==> src/rtl/io_pkg.sv <==
// Shared constants for the Hack CPU I/O window: register offsets, window size, default base.
package io_pkg;

    localparam int          IO_WIN          = 5;
    localparam logic [14:0] IO_BASE_DEFAULT = 15'h6001;

    localparam logic [2:0] IO_OFS_LED  = 3'd0;
    localparam logic [2:0] IO_OFS_DIR  = 3'd1;
    localparam logic [2:0] IO_OFS_OUT  = 3'd2;
    localparam logic [2:0] IO_OFS_IN   = 3'd3;
    localparam logic [2:0] IO_OFS_EDGE = 3'd4;

    typedef struct packed {
        logic led;
        logic dir;
        logic out;
    } ioStrobe_t;

endpackage

==> src/rtl/gpio_debounce.sv <==
// Two-flop synchronizer plus run-length debouncer for the raw GPIO pin.
// The pulses are combinational and mark the edge on which stable flips.
module gpio_debounce #(
    parameter int DEBOUNCE_CYCLES = 16
) (
    input  logic CLK,
    input  logic RST_N,
    input  logic gpioRaw,
    output logic stable,
    output logic rosePulse,
    output logic fellPulse
);

    localparam logic [15:0] CNT_LAST = 16'(DEBOUNCE_CYCLES - 1);

    logic        sync1;
    logic        syncIn;
    logic [15:0] cnt;
    logic        accept;

    assign accept    = (syncIn != stable) && (cnt == CNT_LAST);
    assign rosePulse = accept & syncIn;
    assign fellPulse = accept & ~syncIn;

    always_ff @(posedge CLK or negedge RST_N) begin
        if (!RST_N) begin
            sync1  <= 1'b0;
            syncIn <= 1'b0;
            stable <= 1'b0;
            cnt    <= '0;
        end else begin
            sync1  <= gpioRaw;
            syncIn <= sync1;
            // cnt never passes CNT_LAST: it clears on accept or on agreement
            if (syncIn == stable) begin
                cnt <= '0;
            end else if (accept) begin
                stable <= syncIn;
                cnt    <= '0;
            end else begin
                cnt <= cnt + 16'd1;
            end
        end
    end

endmodule

==> src/rtl/io_mmio_bridge.sv <==
// Decodes CPU writes into registered ioports load strobes, debounces the GPIO
// input with sticky edge flags, and serves everything back on the read path.
module io_mmio_bridge
    import io_pkg::*;
#(
    parameter logic [14:0] IO_BASE         = IO_BASE_DEFAULT,
    parameter int          DEBOUNCE_CYCLES = 16
) (
    input  logic        CLK,
    input  logic        RST_N,
    input  logic [14:0] addressM,
    input  logic [15:0] outM,
    input  logic        writeM,
    output logic        ioSel,
    output logic [15:0] ioData,
    output logic        dataIn,
    output logic        ledLoad,
    output logic        gpioDir,
    output logic        gpioLoad,
    input  logic        gpioRaw,
    output logic        gpioEdge
);

    logic [14:0] ofs;
    logic [2:0]  ofs3;
    logic        wrHit;
    logic        wrEdge;
    ioStrobe_t   wr;
    logic        ledShadow, dirShadow, outShadow;
    logic        rise, fall;
    logic        stable, rosePulse, fellPulse;
    logic        unusedBits;

    // Addresses below IO_BASE wrap to large offsets, so one compare covers both bounds
    assign ofs    = addressM - IO_BASE;
    assign ofs3   = ofs[2:0];
    assign ioSel  = RST_N && (ofs < 15'(IO_WIN));
    assign wrHit  = writeM && ioSel;
    assign wr.led = wrHit && (ofs3 == IO_OFS_LED);
    assign wr.dir = wrHit && (ofs3 == IO_OFS_DIR);
    assign wr.out = wrHit && (ofs3 == IO_OFS_OUT);
    assign wrEdge = wrHit && (ofs3 == IO_OFS_EDGE);

    assign gpioEdge   = rise | fall;
    assign unusedBits = ^outM[15:2];

    gpio_debounce #(
        .DEBOUNCE_CYCLES(DEBOUNCE_CYCLES)
    ) u_debounce (
        .CLK      (CLK),
        .RST_N    (RST_N),
        .gpioRaw  (gpioRaw),
        .stable   (stable),
        .rosePulse(rosePulse),
        .fellPulse(fellPulse)
    );

    always_ff @(posedge CLK or negedge RST_N) begin
        if (!RST_N) begin
            ledLoad   <= 1'b0;
            gpioDir   <= 1'b0;
            gpioLoad  <= 1'b0;
            dataIn    <= 1'b0;
            ledShadow <= 1'b0;
            dirShadow <= 1'b0;
            outShadow <= 1'b0;
            rise      <= 1'b0;
            fall      <= 1'b0;
        end else begin
            ledLoad  <= wr.led;
            gpioDir  <= wr.dir;
            gpioLoad <= wr.out;
            if (wr.led) ledShadow <= outM[0];
            if (wr.dir) dirShadow <= outM[0];
            if (wr.out) outShadow <= outM[0];
            if (|wr)    dataIn    <= outM[0];
            // A new edge outranks a same-cycle write-1-to-clear
            rise <= rosePulse | (rise & ~(wrEdge & outM[0]));
            fall <= fellPulse | (fall & ~(wrEdge & outM[1]));
        end
    end

    always_comb begin
        ioData = '0;
        if (ioSel) begin
            case (ofs3)
                IO_OFS_LED:  ioData = {15'b0, ledShadow};
                IO_OFS_DIR:  ioData = {15'b0, dirShadow};
                IO_OFS_OUT:  ioData = {15'b0, outShadow};
                IO_OFS_IN:   ioData = {15'b0, stable};
                IO_OFS_EDGE: ioData = {14'b0, fall, rise};
                default:     ioData = '0;
            endcase
        end
    end

endmodule
==> config.mk <==
export PLATFORM = sky130hd
export DESIGN_NAME = io_mmio_bridge
export DESIGN_NICKNAME = d
export VERILOG_FILES = /design/src/rtl/io_pkg.sv /design/src/rtl/gpio_debounce.sv /design/src/rtl/io_mmio_bridge.sv
export SDC_FILE = /design/constraint.sdc
export NUM_CORES = 1
export LEC_CHECK = 0
export BUFFER_PORTS_ARGS = -buffer_cell sky130_fd_sc_hd__buf_2
export CAP_MARGIN = 20
export CORE_MARGIN = 10
export CORE_UTILIZATION = 45
export CTS_BUF_LIST = sky130_fd_sc_hd__clkbuf_8 sky130_fd_sc_hd__clkbuf_16
export DETAILED_ROUTE_END_ITERATION = 10
export HOLD_SLACK_MARGIN = 0.03
export PLACE_DENSITY = 0.74
export RECOVER_POWER = 25
export SETUP_SLACK_MARGIN = 0.02
export SYNTH_ARGS = -nofsm -noshare
export SYNTH_HDL_FRONTEND = slang
export SYNTH_SLANG_ARGS = --single-unit
export TNS_END_PERCENT = 5
==> constraint.sdc <==
create_clock -name CLK -period 5.3 [get_ports CLK]
set_input_delay 0.265 -clock CLK [delete_from_list [all_inputs] [get_ports CLK]]
set_output_delay 0.265 -clock CLK [all_outputs]
set_load 0.03 [all_outputs]
==> summary.txt <==
Synth
  – Post-synthesis sequential area ratio: 40.40%
  – Syn Inst Count: 177
  – Cell taking the most area after synthesis: dfrtp_1
  – Asr flop ratio synth: 100.0%
  – Netlist cell types: 41
  – Top cell type's share of synthesized area: 40.40%
  – Count leader, synth: dfrtp_1
  – Synth top cells by count: dfrtp_1 (28), nor2_1 (27), buf_4 (14)
  – Syn_area_per_cell: 9.798 µm²
  – Synthesized flop and latch total: 28
  – Top cells by area, synth: dfrtp_1 (40%), buf_4 (6.1%), nor2_1 (5.8%), ha_1 (5.8%), xor2_1 (4.5%)
  – Mapped Area: 1734 µm²
  – Prevailing post-synth register cell: dfrtp_1
  – Post-synth EDFFs: 0
  – Number of synthesis warnings: 0

Critical path
  – Critical Path AT: 3.70 ns
  – Critical path class: in2out
  – Slowest-stage cell, CP: clkbuf_1
  – Crit-path cells: dlygate4sd3_1, clkbuf_1, nand4bb_1, a2111oi_0, nand4b_1, a211oi_4, o21ai_0, nor2_1, buf_2
  – CP Capture Type: primary output
  – Worst R2R Path Depth: 6
  – CP max FO: 29
  – Setup crit start kind: input port
  – Critical Path RT: 5.04 ns
  – Largest stage delay on the critical path: 1.10 ns

Floorplan
  – Core Area: 3689 µm²
  – Starting Density: 47.01%
  – Die W: 82.08 µm
  – IO Pins: 57
  – Row cnt: 22
  – Die height: 82.08 µm
  – Die area: 6737 µm²

CTS
  – Clk_lat worst skew: 0.27 ns
  – Max Root-Sink Buffers: 2
  – Post-CTS Hold Fix Bufs: 1
  – CTS H-tree depth: 1
  – Post_cts resized: 0
  – Total CTS buffers: 3
  – Sink Count: 28
  – Clock transition at the registers of the reported paths: 0.09 ns
  – Root buf cell: clkbuf_8
  – CTS tree: yes
  – Post-CTS setup buffers: 0

Min path
  – HP Class: in2reg
  – Hold path depth: 1

Pwr
  – Switching Power: 103.2 µW
  – Leak: 0.9386 nW
  – Switching portion of total power: 25.69%
  – Clk pwr share: 32.3%
  – Part of the power in registers: 54.2%
  – Peak supply drop: 0.08046 mV
  – Combinational share of power: 13.5%
  – Power per standard cell area: 208.8 nW/µm²
  – Internal Pwr Total: 298.4 µW

Timing
  – Sum Neg Setup Slack: 0 ns
  – Max transition margin: -1.342%
  – Final hold violations: 0
  – Worst Tran Pin Value: 1.520 ns
  – Pins Over Slew Limit: 30
  – Highest clock rate: 0.2520 GHz
  – WHS: 0.09476 ns
  – Tmin final: 3.969 ns
  – Crit share post-route: 74.88%
  – # setup viols final: 0
  – RSZ-0062 raised after global routing: no
  – Layout Skew: 0.004448 ns

Final layout
  – Final instance area: 1923 µm²
  – Fin util: 52.14%
  – Fillers: 379
  – Multi-input logic area: 925.9 µm²
  – Nets: 249
  – Layout Cells excl Fill: 253
  – Layout cells sized above 1: 20.98%
  – Area grow syn2layout: 10.89%
  – ANT cells: 0
  – Reg area: 700.7 µm²

Global routing
  – Vias in the first global route: 1350
  – GR Util All Layers: 10.84%
  – Grt ovf: 0
  – First-pass GRT wire length: 5.982 mm
  – Largest net degree at the start of global routing: 30
  – Antenna violations before repair: 0

Placement
  – GP Congestion: 0.8354
  – Area after DPL: 1861 µm²
  – Dpl cells: 248
  – Port Buf Inserts: 28
  – Final HPWL DP: 2.718 mm

Drt
  – DRT iter0 DRCs: 77
  – DRT Pass-1 Iters: 4
  – ANT nets after route: 0
  – Vias/cell: 5.178
  – DRC viols: 0
  – Routed WL: 3.443 mm
  – Average wire per standard cell: 13.61 µm
  – Vias post-DR: 1310

Status
  – Failing checks: capacitance limit, slew limit
  – Status: finished with violations

Run
  – Max-cap violations: 1
## final timing paths
kind	startpoint	end	slack, ns
setup / recovery	RST_N	ioData[0]	1.33
hold / removal	gpioRaw	u_debounce.sync1$_DFF_PN0_	0.09
setup reg to reg	u_debounce.cnt[0]$_DFF_PN0_	u_debounce.cnt[3]$_DFF_PN0_	3.29
hold reg to reg	u_debounce.sync1$_DFF_PN0_	u_debounce.syncIn$_DFF_PN0_	0.36
max in group asynchronous	RST_N	u_debounce.cnt[15]$_DFF_PN0_	3.53
min in group asynchronous	RST_N	u_debounce.cnt[8]$_DFF_PN0_	0.89
## state kept, by name, indices dropped and copies added, names as in the netlist
signal             count
u_debounce.stable      1
dirShadow              1
ledLoad                1
u_debounce.sync1       1
u_debounce.cnt        16
dataIn                 1
gpioDir                1
gpioLoad               1
fall                   1
rise                   1
ledShadow              1
u_debounce.syncIn      1
outShadow              1
## placed cells by master (no fill, tap or decap), drive strengths merged
cell	count
dfrtp	28
nor2	27
buf	26
conb	14
nand2	12
inv	9
xor2	9
nand3	8
ha	8
xnor2	7
clkbuf	6
o211ai	5
nor4	5
mux2	5
and3	4
nor3	3
o21ai	3
or2	2
nor3b	2
nand4b	2
and4	2
a22o	2
or3b	2
a21bo	1
nor4b	1
or3	1
nand2b	1
o31a	1
o32a	1
nand4bb	1
a2111oi	1
a211oi	1
nor2b	1
a222oi	1
a32oi	1
o2111ai	1
dlygate4sd3	1
## routing by layer
| metal | track usage (%) | vias to the layer above | share of wire (%) |
|---|---|---|---|
| li1 | - | 641 | - |
| met1 | 12.99 | 639 | 43 |
| met4 | 3.912 | 0 | 0.90 |
| met2 | 19.75 | 26 | 52 |
| met3 | 0.7642 | 4 | 4.0 |
| met5 | 0 | - | 0 |
## power groups by stage
stage	Sequential, mW	Clock (mW)	Combinational (mW)
after floorplan	0.222	0	0.0421
after global placement	0.222	0	0.0526
after detailed placement	0.222	0	0.0534
after CTS	0.218	0.133	0.0542
after global routing	0.218	0.143	0.0606
final	0.218	0.130	0.0541
## critical path: cells and delay by family
kind                   cells  cell delay (ns)
AO/OA/AOI/OAI              3             1.06
buffers and inverters      3             1.83
AND/OR/NAND/NOR            3             0.54
## cells by family after synthesis
group | Yosys count | synth area share, %
AND/OR/NAND/NOR | 74 | 23.88
other | 1 | 0.2162
multiplexers | 5 | 3.247
buffers and inverters | 27 | 9.018
XOR/XNOR | 16 | 8.081
flip-flops | 28 | 40.40
AO/OA/AOI/OAI | 18 | 9.380
adder cells (fa/ha/maj) | 8 | 5.772
## per-stage QoR
| step | power (mW) | setup WS (ns) |
|---|---|---|
| after floorplan | 0.2639 | 2.618 |
| after global placement | 0.2746 | 2.391 |
| after detailed placement | 0.2755 | 2.401 |
| after CTS | 0.4051 | 1.950 |
| after global routing | 0.4218 | 0.9027 |
| final | 0.4016 | 1.331 |
## area by class of cell
type,count,share of cell area [%]
inverter,9,1.757
sequential,28,36.43
multi-input combinational,135,48.15
timing repair buffer,29,7.677
tap,48,3.123
clock buffer,4,2.863
Note: power is estimated with default switching activity, not from simulation.
